===== src/rtl/bbox_pkg.sv =====
// Shared constants and state encoding for the bounding-box outline drawer.
package bbox_pkg;

    // Screen coordinate and colour widths (160x120 display).
    localparam int BBOX_XSZ   = 8;
    localparam int BBOX_YSZ   = 7;
    localparam int BBOX_COLSZ = 3;

    // Colour driven on every plotted outline pixel.
    localparam logic [BBOX_COLSZ-1:0] BBOX_COLOUR = 3'b100;

    // Drawing sequence. The eighth 3-bit code is unused and recovers to IDLE.
    typedef enum logic [2:0] {
        ST_IDLE   = 3'd0,
        ST_LATCH  = 3'd1,
        ST_TOP    = 3'd2,
        ST_BOTTOM = 3'd3,
        ST_LEFT   = 3'd4,
        ST_RIGHT  = 3'd5,
        ST_DONE   = 3'd6
    } state_t;

endpackage


===== src/rtl/draw_bounding_box_span_counter.sv =====
// Loadable up-counter that walks one outline segment and flags its last value.
module span_counter #(
    parameter int W = 8
) (
    input  logic         clk,
    input  logic         rst,
    input  logic         i_load,
    input  logic [W-1:0] i_start,
    input  logic         i_en,
    input  logic [W-1:0] i_end,
    output logic [W-1:0] o_count,
    output logic         o_last
);

    logic [W-1:0] r_count;

    // Count register: a load starts a new segment and takes priority over stepping.
    always_ff @(posedge clk or posedge rst) begin
        // NOTE: sequential state uses non-blocking assignments so every register
        // samples the pre-edge values, independent of block ordering.
        if (rst) begin
            r_count <= '0;
        end else if (i_load) begin
            r_count <= i_start;
        end else if (i_en) begin
            r_count <= r_count + W'(1);
        end
    end

    // Equality end test: a segment ending at the top of the range never wraps.
    assign o_last  = (r_count == i_end);
    assign o_count = r_count;

endmodule


===== src/rtl/draw_bounding_box.sv =====
// Waits for both edge-search results, latches the bounds and streams the
// rectangle outline as one pixel write per cycle, then pulses done.
module draw_bounding_box
    import bbox_pkg::*;
#(
    parameter int                 XSZ        = BBOX_XSZ,
    parameter int                 YSZ        = BBOX_YSZ,
    parameter int                 COLSZ      = BBOX_COLSZ,
    parameter logic [COLSZ-1:0]   BOX_COLOUR = COLSZ'(BBOX_COLOUR)
) (
    input  logic             clk,
    input  logic             reset,
    input  logic             leftFound,
    input  logic             rightFound,
    input  logic [XSZ-1:0]   mostLeft,
    input  logic [XSZ-1:0]   mostRight,
    input  logic [YSZ-1:0]   mostTop,
    input  logic [YSZ-1:0]   mostBottom,
    output logic [XSZ-1:0]   x_out,
    output logic [YSZ-1:0]   y_out,
    output logic [COLSZ-1:0] colour,
    output logic             plot,
    output logic             busy,
    output logic             done
);

    state_t r_state, w_next_state;

    logic             r_l_seen, r_r_seen;
    logic [XSZ-1:0]   r_left, r_right;
    logic [YSZ-1:0]   r_top, r_bottom;
    logic             r_plot, r_busy, r_done;
    logic [COLSZ-1:0] r_colour;

    logic             w_state_busy;
    logic             w_l_ready, w_r_ready;
    logic [YSZ-1:0]   w_height, w_y_end, w_top_p1;
    logic             w_tall;
    logic             w_next_draw, w_next_busy;

    logic             w_x_load, w_x_en, w_x_last;
    logic [XSZ-1:0]   w_x_start, w_x_count;
    logic             w_y_load, w_y_en, w_y_last;
    logic [YSZ-1:0]   w_y_start, w_y_count;

    // Found pulses are only accepted outside the LATCH..RIGHT window.
    assign w_state_busy = (r_state inside {ST_LATCH, ST_TOP, ST_BOTTOM, ST_LEFT, ST_RIGHT});
    assign w_l_ready    = r_l_seen | (leftFound  & ~w_state_busy);
    assign w_r_ready    = r_r_seen | (rightFound & ~w_state_busy);

    // Vertical segment geometry; only used once T<=B has been established.
    assign w_height = r_bottom - r_top;
    assign w_tall   = (w_height >= YSZ'(2));
    assign w_top_p1 = r_top + YSZ'(1);
    assign w_y_end  = r_bottom - YSZ'(1);

    // Sticky found flags: cleared when the bounds are taken, otherwise set by pulses.
    always_ff @(posedge clk or posedge reset) begin
        if (reset) begin
            r_l_seen <= 1'b0;
            r_r_seen <= 1'b0;
        end else if (r_state == ST_LATCH) begin
            r_l_seen <= 1'b0;
            r_r_seen <= 1'b0;
        end else begin
            if (leftFound  && !w_state_busy) r_l_seen <= 1'b1;
            if (rightFound && !w_state_busy) r_r_seen <= 1'b1;
        end
    end

    // Bound latches, captured once per box in LATCH.
    always_ff @(posedge clk or posedge reset) begin
        if (reset) begin
            r_left   <= '0;
            r_right  <= '0;
            r_top    <= '0;
            r_bottom <= '0;
        end else if (r_state == ST_LATCH) begin
            r_left   <= mostLeft;
            r_right  <= mostRight;
            r_top    <= mostTop;
            r_bottom <= mostBottom;
        end
    end

    // State register.
    always_ff @(posedge clk or posedge reset) begin
        if (reset) r_state <= ST_IDLE;
        else       r_state <= w_next_state;
    end

    // Next-state and counter control; each segment hands over on its last pixel.
    always_comb begin
        // NOTE: every signal gets a default first so no path leaves one unassigned,
        // which would otherwise infer a latch.
        w_next_state = r_state;
        w_x_load     = 1'b0;
        w_x_start    = r_left;
        w_x_en       = 1'b0;
        w_y_load     = 1'b0;
        w_y_start    = w_top_p1;
        w_y_en       = 1'b0;

        case (r_state)
            ST_IDLE: begin
                if (w_l_ready && w_r_ready) w_next_state = ST_LATCH;
            end
            ST_LATCH: begin
                // Bounds are taken from the inputs here as the latches load on this edge.
                if ((mostLeft > mostRight) || (mostTop > mostBottom)) begin
                    w_next_state = ST_DONE;
                end else begin
                    w_next_state = ST_TOP;
                    w_x_load     = 1'b1;
                    w_x_start    = mostLeft;
                    w_y_load     = 1'b1;
                    w_y_start    = mostTop;
                end
            end
            ST_TOP: begin
                w_x_en = 1'b1;
                if (w_x_last) begin
                    if (r_bottom != r_top) begin
                        w_next_state = ST_BOTTOM;
                        w_x_load     = 1'b1;
                        w_x_start    = r_left;
                        w_y_load     = 1'b1;
                        w_y_start    = r_bottom;
                    end else begin
                        w_next_state = ST_DONE;
                    end
                end
            end
            ST_BOTTOM: begin
                w_x_en = 1'b1;
                if (w_x_last) begin
                    if (w_tall) begin
                        w_next_state = ST_LEFT;
                        w_x_load     = 1'b1;
                        w_x_start    = r_left;
                        w_y_load     = 1'b1;
                        w_y_start    = w_top_p1;
                    end else begin
                        w_next_state = ST_DONE;
                    end
                end
            end
            ST_LEFT: begin
                w_y_en = 1'b1;
                if (w_y_last) begin
                    if (r_left != r_right) begin
                        w_next_state = ST_RIGHT;
                        w_x_load     = 1'b1;
                        w_x_start    = r_right;
                        w_y_load     = 1'b1;
                        w_y_start    = w_top_p1;
                    end else begin
                        w_next_state = ST_DONE;
                    end
                end
            end
            ST_RIGHT: begin
                w_y_en = 1'b1;
                if (w_y_last) w_next_state = ST_DONE;
            end
            ST_DONE: begin
                w_next_state = ST_IDLE;
            end
            default: begin
                w_next_state = ST_IDLE;
            end
        endcase
    end

    assign w_next_draw = (w_next_state inside {ST_TOP, ST_BOTTOM, ST_LEFT, ST_RIGHT});
    assign w_next_busy = w_next_draw | (w_next_state == ST_LATCH);

    // Output strobes registered from the next state so they align with the counters.
    always_ff @(posedge clk or posedge reset) begin
        if (reset) begin
            r_plot   <= 1'b0;
            r_colour <= '0;
            r_busy   <= 1'b0;
            r_done   <= 1'b0;
        end else begin
            r_plot   <= w_next_draw;
            r_colour <= w_next_draw ? BOX_COLOUR : '0;
            r_busy   <= w_next_busy;
            r_done   <= (w_next_state == ST_DONE);
        end
    end

    // Horizontal position, reused by TOP, BOTTOM and the column select of LEFT/RIGHT.
    span_counter #(.W(XSZ)) u_x_cnt (
        .clk     (clk),
        .rst     (reset),
        .i_load  (w_x_load),
        .i_start (w_x_start),
        .i_en    (w_x_en),
        .i_end   (r_right),
        .o_count (w_x_count),
        .o_last  (w_x_last)
    );

    // Vertical position, reused by the row select of TOP/BOTTOM and LEFT, RIGHT.
    span_counter #(.W(YSZ)) u_y_cnt (
        .clk     (clk),
        .rst     (reset),
        .i_load  (w_y_load),
        .i_start (w_y_start),
        .i_en    (w_y_en),
        .i_end   (w_y_end),
        .o_count (w_y_count),
        .o_last  (w_y_last)
    );

    assign x_out  = w_x_count;
    assign y_out  = w_y_count;
    assign colour = r_colour;
    assign plot   = r_plot;
    assign busy   = r_busy;
    assign done   = r_done;

endmodule

===== config.mk =====
export PLATFORM = sky130hd
export DESIGN_NAME = draw_bounding_box
export DESIGN_NICKNAME = d
export VERILOG_FILES = /design/src/rtl/bbox_pkg.sv /design/src/rtl/draw_bounding_box_span_counter.sv /design/src/rtl/draw_bounding_box.sv
export SDC_FILE = /design/constraint.sdc
export NUM_CORES = 1
export LEC_CHECK = 0
export CORE_ASPECT_RATIO = 0.5
export CORE_MARGIN = 4
export CORE_UTILIZATION = 40
export CTS_CLUSTER_DIAMETER = 100
export DETAILED_ROUTE_END_ITERATION = 6
export GPL_ROUTABILITY_DRIVEN = 0
export SYNTH_ARGS = -nofsm -noshare
export SYNTH_HDL_FRONTEND = slang
export SYNTH_SLANG_ARGS = --single-unit

===== constraint.sdc =====
create_clock -name clk -period 5.54 [get_ports clk]
set_clock_uncertainty 0.15 [all_clocks]
set_input_delay 0.831 -clock clk [delete_from_list [all_inputs] [get_ports clk]]
set_output_delay 0.831 -clock clk [all_outputs]
set_load 0.02 [all_outputs]

# [Word level (Yosys, flattened, before mapping)]
# Index checks and enable logic that the tools add are counted.
[op_classes] n_shift=0 n_eq_ne=15 multipliers=0 magnitude_cmp=3 reduce_logical=14 addsub=5 div=0 n_mux=37 bitwise_logic=6
[op_table] op="2-to-1 mux 8 bit" count=5
[op_table] op="2-to-1 mux 7 bit" count=5
[op_table] op="2-to-1 mux 3 bit" count=8
[op_table] op="case mux 3 bit (6 select lines)" count=1
[op_table] op="case mux 8 bit (2 select lines)" count=1
[op_table] op="== test 3 bit (second input constant)" count=5
[op_table] op="adder 7 x 1 -> 7 bit (second input constant)" count=2
[op_table] op="case mux 7 bit (2 select lines)" count=1
[op_table] op="2-to-1 mux 1 bit" count=13
[op_table] op="== test 3 x 2 -> 1 bit (second input constant)" count=4
[op_table] op="adder 8 x 1 -> 8 bit (second input constant)" count=1
[op_table] op="== test 8 bit" count=1
[op_table] op="greater-than comparator 8 bit" count=1
[op_table] op="inequality test 8 bit" count=1
[op_table] op="nonzero test 2 bit" count=4
[op_table] op="== test 7 bit" count=1
[op_table] op="greater-or-equal comparator 7 x 2 -> 1 bit (second input constant)" count=1
[op_table] op="greater-than comparator 7 bit" count=1
[op_table] op="inequality test 7 bit" count=1
[op_table] op="subtractor 7 x 1 -> 7 bit (second input constant)" count=1
[op_table] op="subtractor 7 bit" count=1
[op_table] op="== test 3 x 1 -> 1 bit (second input constant)" count=2
[op_table] op="nonzero test 5 bit" count=1
[op_table] op="2-to-1 mux 2 bit" count=2
[op_table] op="10 further kinds" count=16
[totals] wordCells=93 mem_bits_rw=0 mem_count=0 rom_bits=0 out_inout_bits=21 regBits=56 latchBits=0 inputBits=34

# [Longest topological paths before layout]
# Gate-level depths: netlist (run 1).
[depth] word_depth=11 ltp_mapped=12

# [Cells and area by module]
# Synthesis (run 1) repeated with hierarchy kept, for this count alone.
[hier_totals] cells_unflattened=454 hier_area_um2=3853.7
[modules_own_cells] module="draw_bounding_box" instances=1 area_each_um2=2889.0 seq_area_each_um2=950.9 cells_per_inst=344
[modules_own_cells] module="span_counter (u_x_cnt)" instances=1 area_each_um2=536.8 seq_area_each_um2=200.2 cells_per_inst=62
[modules_own_cells] module="span_counter (u_y_cnt)" instances=1 area_each_um2=427.9 seq_area_each_um2=175.2 cells_per_inst=48

# [Least setup slack after synthesis (run 1)]
# OpenSTA, ideal clock, no wires.
[synth_path] path_kind="input-to-reg" startpoint="input port mostRight[1]" endpoint="register u_y_cnt.r_count[5] (netlist: u_y_cnt.o_count[5])" path_buffers=3 path_slack_ps=2680 arrival_time_ps=2631 cell_stages=12 setup_time_ps=79 path_cell_list="inv_1 ha_1 nor2b_1 o211ai_1 a211o_1 and3_1 buf_2 a21oi_4 and2_1 buf_6 buf_8 mux2i_1"
[synth_via] elab_chain_len=5 elab_cells_between_ends=8 cone_classes="1 x order compare; 5 x mux; 2 x reduce/logical"
[synth_lines] item="start, declared" line="draw_bounding_box.sv:16" text="input logic [XSZ-1:0] mostRight,"
[synth_lines] item="greater-than comparator 8 bit *" line="draw_bounding_box.sv:110" text="if ((mostLeft > mostRight) || (mostTop > mostBottom)) begin"
[synth_lines] item="logical OR 1 bit *" line="draw_bounding_box.sv:110"
[synth_lines] item="2-to-1 mux 1 bit or 2-to-1 mux 7 bit (tied branches)" line="draw_bounding_box.sv:110"
[synth_lines] item="case mux 1 bit (4 select lines) or case mux 7 bit (2 select lines) (tied branches)" line="draw_bounding_box.sv:104" text="case (r_state)"
[synth_lines] item="2-to-1 mux 7 bit or nonzero test 2 bit (tied branches)"
[synth_lines] item="end signal, assigned" line="draw_bounding_box_span_counter.sv:24" text="r_count <= i_start;"
[synth_lines] item="end signal, assigned" line="draw_bounding_box_span_counter.sv:26" text="r_count <= r_count + W'(1);"
[synth_lines] item="end, declared" line="draw_bounding_box_span_counter.sv:15" text="logic [W-1:0] r_count;"
# Mark *: on every way between the ends. The rest lies on a longest branch, timed or not.
# A chain may end at the register's enable or synchronous reset.

# [Worst setup path in the final report (run 1)]
[layout_path] startpoint="input port mostRight[6]" endpoint="register u_y_cnt.r_count[4] (netlist: u_y_cnt.o_count[4])"
# The elaborated chain is that of the path after synthesis.

==> flow_metrics.env, run 1 <==
export IMPL_status="completed"
export IMPL_yosysTopAreaCellShare_pct=33.6
export IMPL_mostFrequentLayoutCells="53 x dfrtp_1, 52 x clkdlybuf4s50_1, 31 x xor2_1, 28 x nand2_1, 26 x inv_1"
export IMPL_power_density_nw_per_um2=582
export IMPL_combPwrFrac_pct=55.6
export IMPL_syn2layout_area_growth_pct=18.9
export IMPL_tightest_slew_ns=0.725
export IMPL_seqPwrFrac_pct=33.6
export IMPL_grt_pass1_vias=3177
export IMPL_diodes=0
export IMPL_cts_buffer_depth=2
export IMPL_ys_flop_type="dfrtp_1"
export IMPL_drcViolationCount=0
export IMPL_cts_buffers=5
export IMPL_critical_path_class="in -> reg"
export IMPL_pin_count=55
export IMPL_clock_fmax_mhz=276
export IMPL_ys_ff_latch=53
export IMPL_clockRootBuffer="clkbuf_16"
export IMPL_track_usage_pct=18.1
export IMPL_relSlewSlack_pct=51.7
export IMPL_crit_fanout=13
export IMPL_clock_latency_ns=0.29
export IMPL_routed_wl_um=10200
export IMPL_final_nets=517
export IMPL_dp_slack_ns=1.64
export IMPL_crit_chain="clkdlybuf4s50_1 > inv_1 > ha_1 > nand4_1 > a211o_1 > and3_1 > a21oi_4 > and2_1 > mux2i_1"
export IMPL_cts_sinks=53
export IMPL_start_util_pct=41.4
export IMPL_syn_avg_cell_area_um2=9.53
export IMPL_post_drt_via_cell_ratio=5.53
export IMPL_synth_area_um2=3950
export IMPL_yosysSeqAreaShare_pct=33.6
export IMPL_die_width_um=148
export IMPL_cp_required_ns=5.60
export IMPL_synthArstFlopShare_pct=100
export IMPL_pwr_share_clk_pct=10.8
export IMPL_critPathSlowestCell="and2_1"
export IMPL_firstDrtPassIters=5
export IMPL_wire_per_inst_um=17.2
export IMPL_cp_end_kind="flip-flop"
export IMPL_die_area_um2=11600
export IMPL_die_h_um=78.2
export IMPL_swShare_pct=45.9
export IMPL_grt_pass1_wl_um=16800
export IMPL_drive_gt1_share_pct=9.65
export IMPL_setup_tns_ns=0
export IMPL_yosysTopAreaCell="dfrtp_1"
export IMPL_yosysWarnings=0
export IMPL_num_vias=3268
export IMPL_synth_area_top_cells="dfrtp_1 34%, ha_1 7.9%, xor2_1 6.9%"
export IMPL_cts_hold_buf=0
export IMPL_dp_hpwl_um=7690
export IMPL_total_power_mw=2.73
export IMPL_post_route_min_period_ns=3.62
export IMPL_setup_viol_count_final=0
export IMPL_rsz0062_at_grt="false"
export IMPL_finalMaxSlewViolations=0
export IMPL_cap_violations=0
export IMPL_io_buffers=52
export IMPL_setup_ws_ns=1.92
export IMPL_power_internal_mw=1.48
export IMPL_ir_drop_mv=0.212
export IMPL_cts_setup_buffers=0
export IMPL_clkTransAtPathRegs_ns=0.06
export IMPL_drt_iter0_markers=253
export IMPL_layout_commonest_cell="dfrtp_1"
export IMPL_grt_max_degree=54
export IMPL_antenna_found_initial=0
export IMPL_slowest_delay_ns=0.63
export IMPL_yosysUniqueCellTypes=61
export IMPL_tritoncts="built"
export IMPL_antenna_left=0
export IMPL_overflow=0
export IMPL_startpoint_type="input port"
export IMPL_crit_arrival_ns=3.68
export IMPL_hold_viol=0
export IMPL_switching_power_mw=1.25
export IMPL_htree_levels=2
export IMPL_fin_util_pct=49.2
export IMPL_core_um2=9540
export IMPL_hp_class="reg -> reg"
export IMPL_post_route_period_util_pct=65.3
export IMPL_synth_edf_count=0
export IMPL_leakage_nw=1.97
export IMPL_fp_row_count=25
export IMPL_synthCells=414
export IMPL_cts_repair_resized=0
cell usage after synthesis (all sizes together) (3+ instances only):
cell type,number
clkbuf,11
nand3,9
nand2,28
a21o,3
xor2,31
a221oi,6
mux2,22
a211oi,9
buf,10
dfrtp,53
a22oi,12
a21oi,18
and2,4
and3,3
nor4,5
mux2i,14
o21bai,3
nor2,19
inv,27
nor2b,5
o21ai,25
nand4,9
nand2b,5
xnor2,13
ha,25
nor3,9
stage by stage:
step           area, um2  hold slack, ns  std cells
3_5_place_dp        4560           0.363        585
6_report            4690           0.379        591
5_1_grt             4690           0.438        591
4_1_cts             4690           0.380        591
3_3_place_gp        4560           0.364        585
2_1_floorplan       3950           0.326        415
layer usage:
layer	global-route usage [%]	share of wire [%]	vias up
met4	3.41	0.61	0
met3	3.11	4.7	7
met1	26.5	50	1604
met2	28.2	44	78
li1	-	-	1579
met5	0	0	-
critical path: cells and delay by family:
family / cells / cell delay, ns
buf+inv: 2 / 0.51
fa+ha+maj: 1 / 0.29
compound gates: 2 / 0.62
simple gates: 3 / 1.15
mux: 1 / 0.26
worst paths after layout:
check                             start            endpoint  slack (ns)  cells after the start
max                        mostRight[6]  u_y_cnt.o_count[4]        1.92                      9
min                            r_l_seen            r_l_seen        0.38                      2
max reg2reg                 r_bottom[0]  u_y_cnt.o_count[4]        1.99                     10
min reg2reg                    r_l_seen            r_l_seen        0.38                      2
max in group asynchronous         reset         r_bottom[1]        3.89                      3
min in group asynchronous         reset          r_right[5]        0.91                      3
sequential cells by signal (all words and copies together), names as in the netlist:
signal           cells
colour               1
done                 1
r_state              3
u_x_cnt.o_count      8
r_top                7
u_y_cnt.o_count      7
r_left               8
busy                 1
r_right              8
r_bottom             7
r_r_seen             1
r_l_seen             1
area by class of cell:
cell class	instances	area, um2
clock inverters	1	5.00
clock buffers	5	125
inverters	27	101
well taps	135	169
repair buffers	56	551
flip-flops and latches	53	1330
fillers	875	4850
multi-input cells	314	2410
power groups by stage:
stage                     Combinational [mW]  Clock, mW  Sequential (mW)
final                                   1.52      0.296            0.918
after global routing                    1.69      0.321            0.959
after CTS                               1.52      0.303            0.918
after detailed placement                1.51          0            0.923
after global placement                  1.49          0            0.925
after floorplan                         1.10          0            0.868
kinds of logic (layout without fill, tap and decap cells):
family,count (synthesis),in the layout,synth area share [%]
AO/OA/AOI/OAI,100,100,18.5
XOR/XNOR,45,45,10.5
adder cells (fa/ha/maj),26,26,8.43
buffers and inverters,48,89,5.52
flip-flops,53,53,33.6
multiplexers,36,36,9.83
other,1,2,0.0950
AND/OR/NAND/NOR,105,105,13.5
No activity file was read; power rests on OpenSTA's default activity.
==> run 2: changes to the inputs <==
==> constraint.sdc (replaced) <==
create_clock -name clk -period 3.65 [get_ports clk]
set_clock_uncertainty 0.15 [all_clocks]
set_input_delay 0.5475 -clock clk [delete_from_list [all_inputs] [get_ports clk]]
set_output_delay 0.5475 -clock clk [all_outputs]
set_load 0.02 [all_outputs]
==> run 2 against run 1 <==
Net effect:
- clock-buffer cell count unchanged
- global-route usage up 0.34 points
- critical endpoint is now u_y_cnt.o_count[0]
- critical path depth up 1
- sequential cell count unchanged
- clock power up 100%
- cell count up 1.7%
==> flow_metrics.env, run 2 (synthesis results as in run 1) <==
export IMPL_cts_buffers=5
export IMPL_grt_pass1_wl_um=17100
export IMPL_holdPathStages=2
export IMPL_cts_sinks=53
export IMPL_io_buffers=52
export IMPL_final_nets=525
export IMPL_diodes=0
export IMPL_track_usage_pct=18.4
export IMPL_post_route_min_period_ns=3.38
export IMPL_grt_pass1_vias=3312
export IMPL_hold_viol=0
export IMPL_whs_ns=0.371
export IMPL_drcViolationCount=0
export IMPL_post_drt_via_cell_ratio=5.44
export IMPL_status="completed"
export IMPL_worst_path_stages=10
export IMPL_syn2layout_area_growth_pct=21.9
export IMPL_rsz0062_at_grt="false"
export IMPL_total_power_mw=4.34
export IMPL_crit_family="compound AO/OA/AOI/OAI gates"
export IMPL_clockRootBuffer="clkbuf_16"
export IMPL_dp_hpwl_um=8010
export IMPL_wire_per_inst_um=17.0
export IMPL_setup_viol_count_final=0
export IMPL_die_h_um=78.2
export IMPL_mostFrequentLayoutCells="53 x dfrtp_1, 52 x clkdlybuf4s50_1, 31 x xor2_1, 28 x nand2_1, 26 x inv_1"
export IMPL_ir_drop_mv=0.358
export IMPL_finalMaxSlewViolations=0
export IMPL_firstDrtPassIters=5
export IMPL_switching_power_mw=1.92
export IMPL_cp_required_ns=3.71
export IMPL_grt_max_degree=31
export IMPL_routed_wl_um=10200
export IMPL_crit_chain="inv_1 > ha_1 > fa_1 > xor2_1 > nand2_1 > a21oi_1 > o2111ai_1 > o311ai_4 > and2_1 > mux2i_1"
export IMPL_antenna_left=0
export IMPL_swShare_pct=44.3
export IMPL_startpoint_type="flip-flop"
export IMPL_drt_iter0_markers=217
export IMPL_cts_repair_resized=0
export IMPL_dp_slack_ns=0.168
export IMPL_fp_row_count=25
export IMPL_power_density_nw_per_um2=901
export IMPL_leakage_nw=2.03
export IMPL_seqPwrFrac_pct=31.5
export IMPL_htree_levels=2
export IMPL_num_vias=3272
export IMPL_clock_latency_ns=0.29
export IMPL_tritoncts="built"
export IMPL_start_util_pct=41.4
export IMPL_clkTransAtPathRegs_ns=0.07
export IMPL_fin_util_pct=50.4
export IMPL_setup_tns_ns=0
export IMPL_crit_arrival_ns=3.44
export IMPL_critical_path_class="reg -> reg"
export IMPL_pin_count=55
export IMPL_slowest_delay_ns=0.66
export IMPL_clock_fmax_mhz=296
export IMPL_place_inst=593
export IMPL_cp_end_kind="flip-flop"
export IMPL_worst_r2r_path_depth=10
export IMPL_cap_violations=0
export IMPL_crit_fanout=13
export IMPL_cts_hold_buf=0
export IMPL_antenna_found_initial=0
export IMPL_place_area_um2=4620
export IMPL_setup_ws_ns=0.268
export IMPL_pwr_share_clk_pct=13.9
export IMPL_layout_commonest_cell="dfrtp_1"
export IMPL_final_area_um2=4810
export IMPL_tightest_slew_ns=0.735
export IMPL_cts_buffer_depth=2
export IMPL_hp_class="reg -> reg"
export IMPL_overflow=0
export IMPL_power_internal_mw=2.42
export IMPL_relSlewSlack_pct=51.0
export IMPL_drive_gt1_share_pct=11.6
export IMPL_final_cell_count_no_fill=601
export IMPL_critPathSlowestCell="and2_1"
export IMPL_core_um2=9540
export IMPL_die_area_um2=11600
export IMPL_die_width_um=148
export IMPL_post_route_period_util_pct=92.7
export IMPL_cp_buffers_inverters=1
export IMPL_cts_setup_buffers=0
export IMPL_combPwrFrac_pct=54.6
-- run 2: power by group through the flow --
| stage | Sequential, mW | Combinational [mW] | Clock, mW |
|---|---|---|---|
| 2_1_floorplan | 1.32 | 1.66 | 0 |
| 3_3_place_gp | 1.38 | 2.32 | 0 |
| 3_5_place_dp | 1.37 | 2.35 | 0 |
| 4_1_cts | 1.36 | 2.37 | 0.617 |
| 5_1_grt | 1.42 | 2.63 | 0.645 |
| 6_report | 1.37 | 2.37 | 0.603 |
-- run 2: layer usage --
layer / up-vias / wire, um / track usage, %
li1: 1594 / - / -
met1: 1589 / 5120 / 26.8
met2: 80 / 4560 / 29.1
met3: 9 / 455 / 3.23
met4: 0 / 80 / 3.32
met5: - / 0 / 0
-- run 2: final cells by class --
cell class / count / area, um2
inverters: 27 / 101
well taps: 135 / 169
clock buffers: 5 / 125
fillers: 902 / 4730
multi-input cells: 314 / 2410
repair buffers: 64 / 611
clock inverters: 3 / 65.1
flip-flops and latches: 53 / 1330
-- run 2: final timing paths --
| check | start | endpoint | slack [ns] |
|---|---|---|---|
| worst max-delay path | r_bottom[0] | u_y_cnt.o_count[0] | 0.27 |
| max in group asynchronous | reset | u_y_cnt.o_count[3] | 2.10 |
| worst max register to register | r_bottom[0] | u_y_cnt.o_count[0] | 0.27 |
| worst min-delay path | r_l_seen | r_l_seen | 0.37 |
| min in group asynchronous | reset | r_right[6] | 0.46 |
| worst min register to register | r_l_seen | r_l_seen | 0.37 |
-- run 2: worst reg2reg max path, stage by stage (launching register included) --
cell and delay (ns):
dfrtp_1 0.48, inv_1 0.13, ha_1 0.23, fa_1 0.40, xor2_1 0.14, nand2_1 0.07, a21oi_1 0.11, o2111ai_1 0.30
o311ai_4 0.36, and2_1 0.66, mux2i_1 0.26
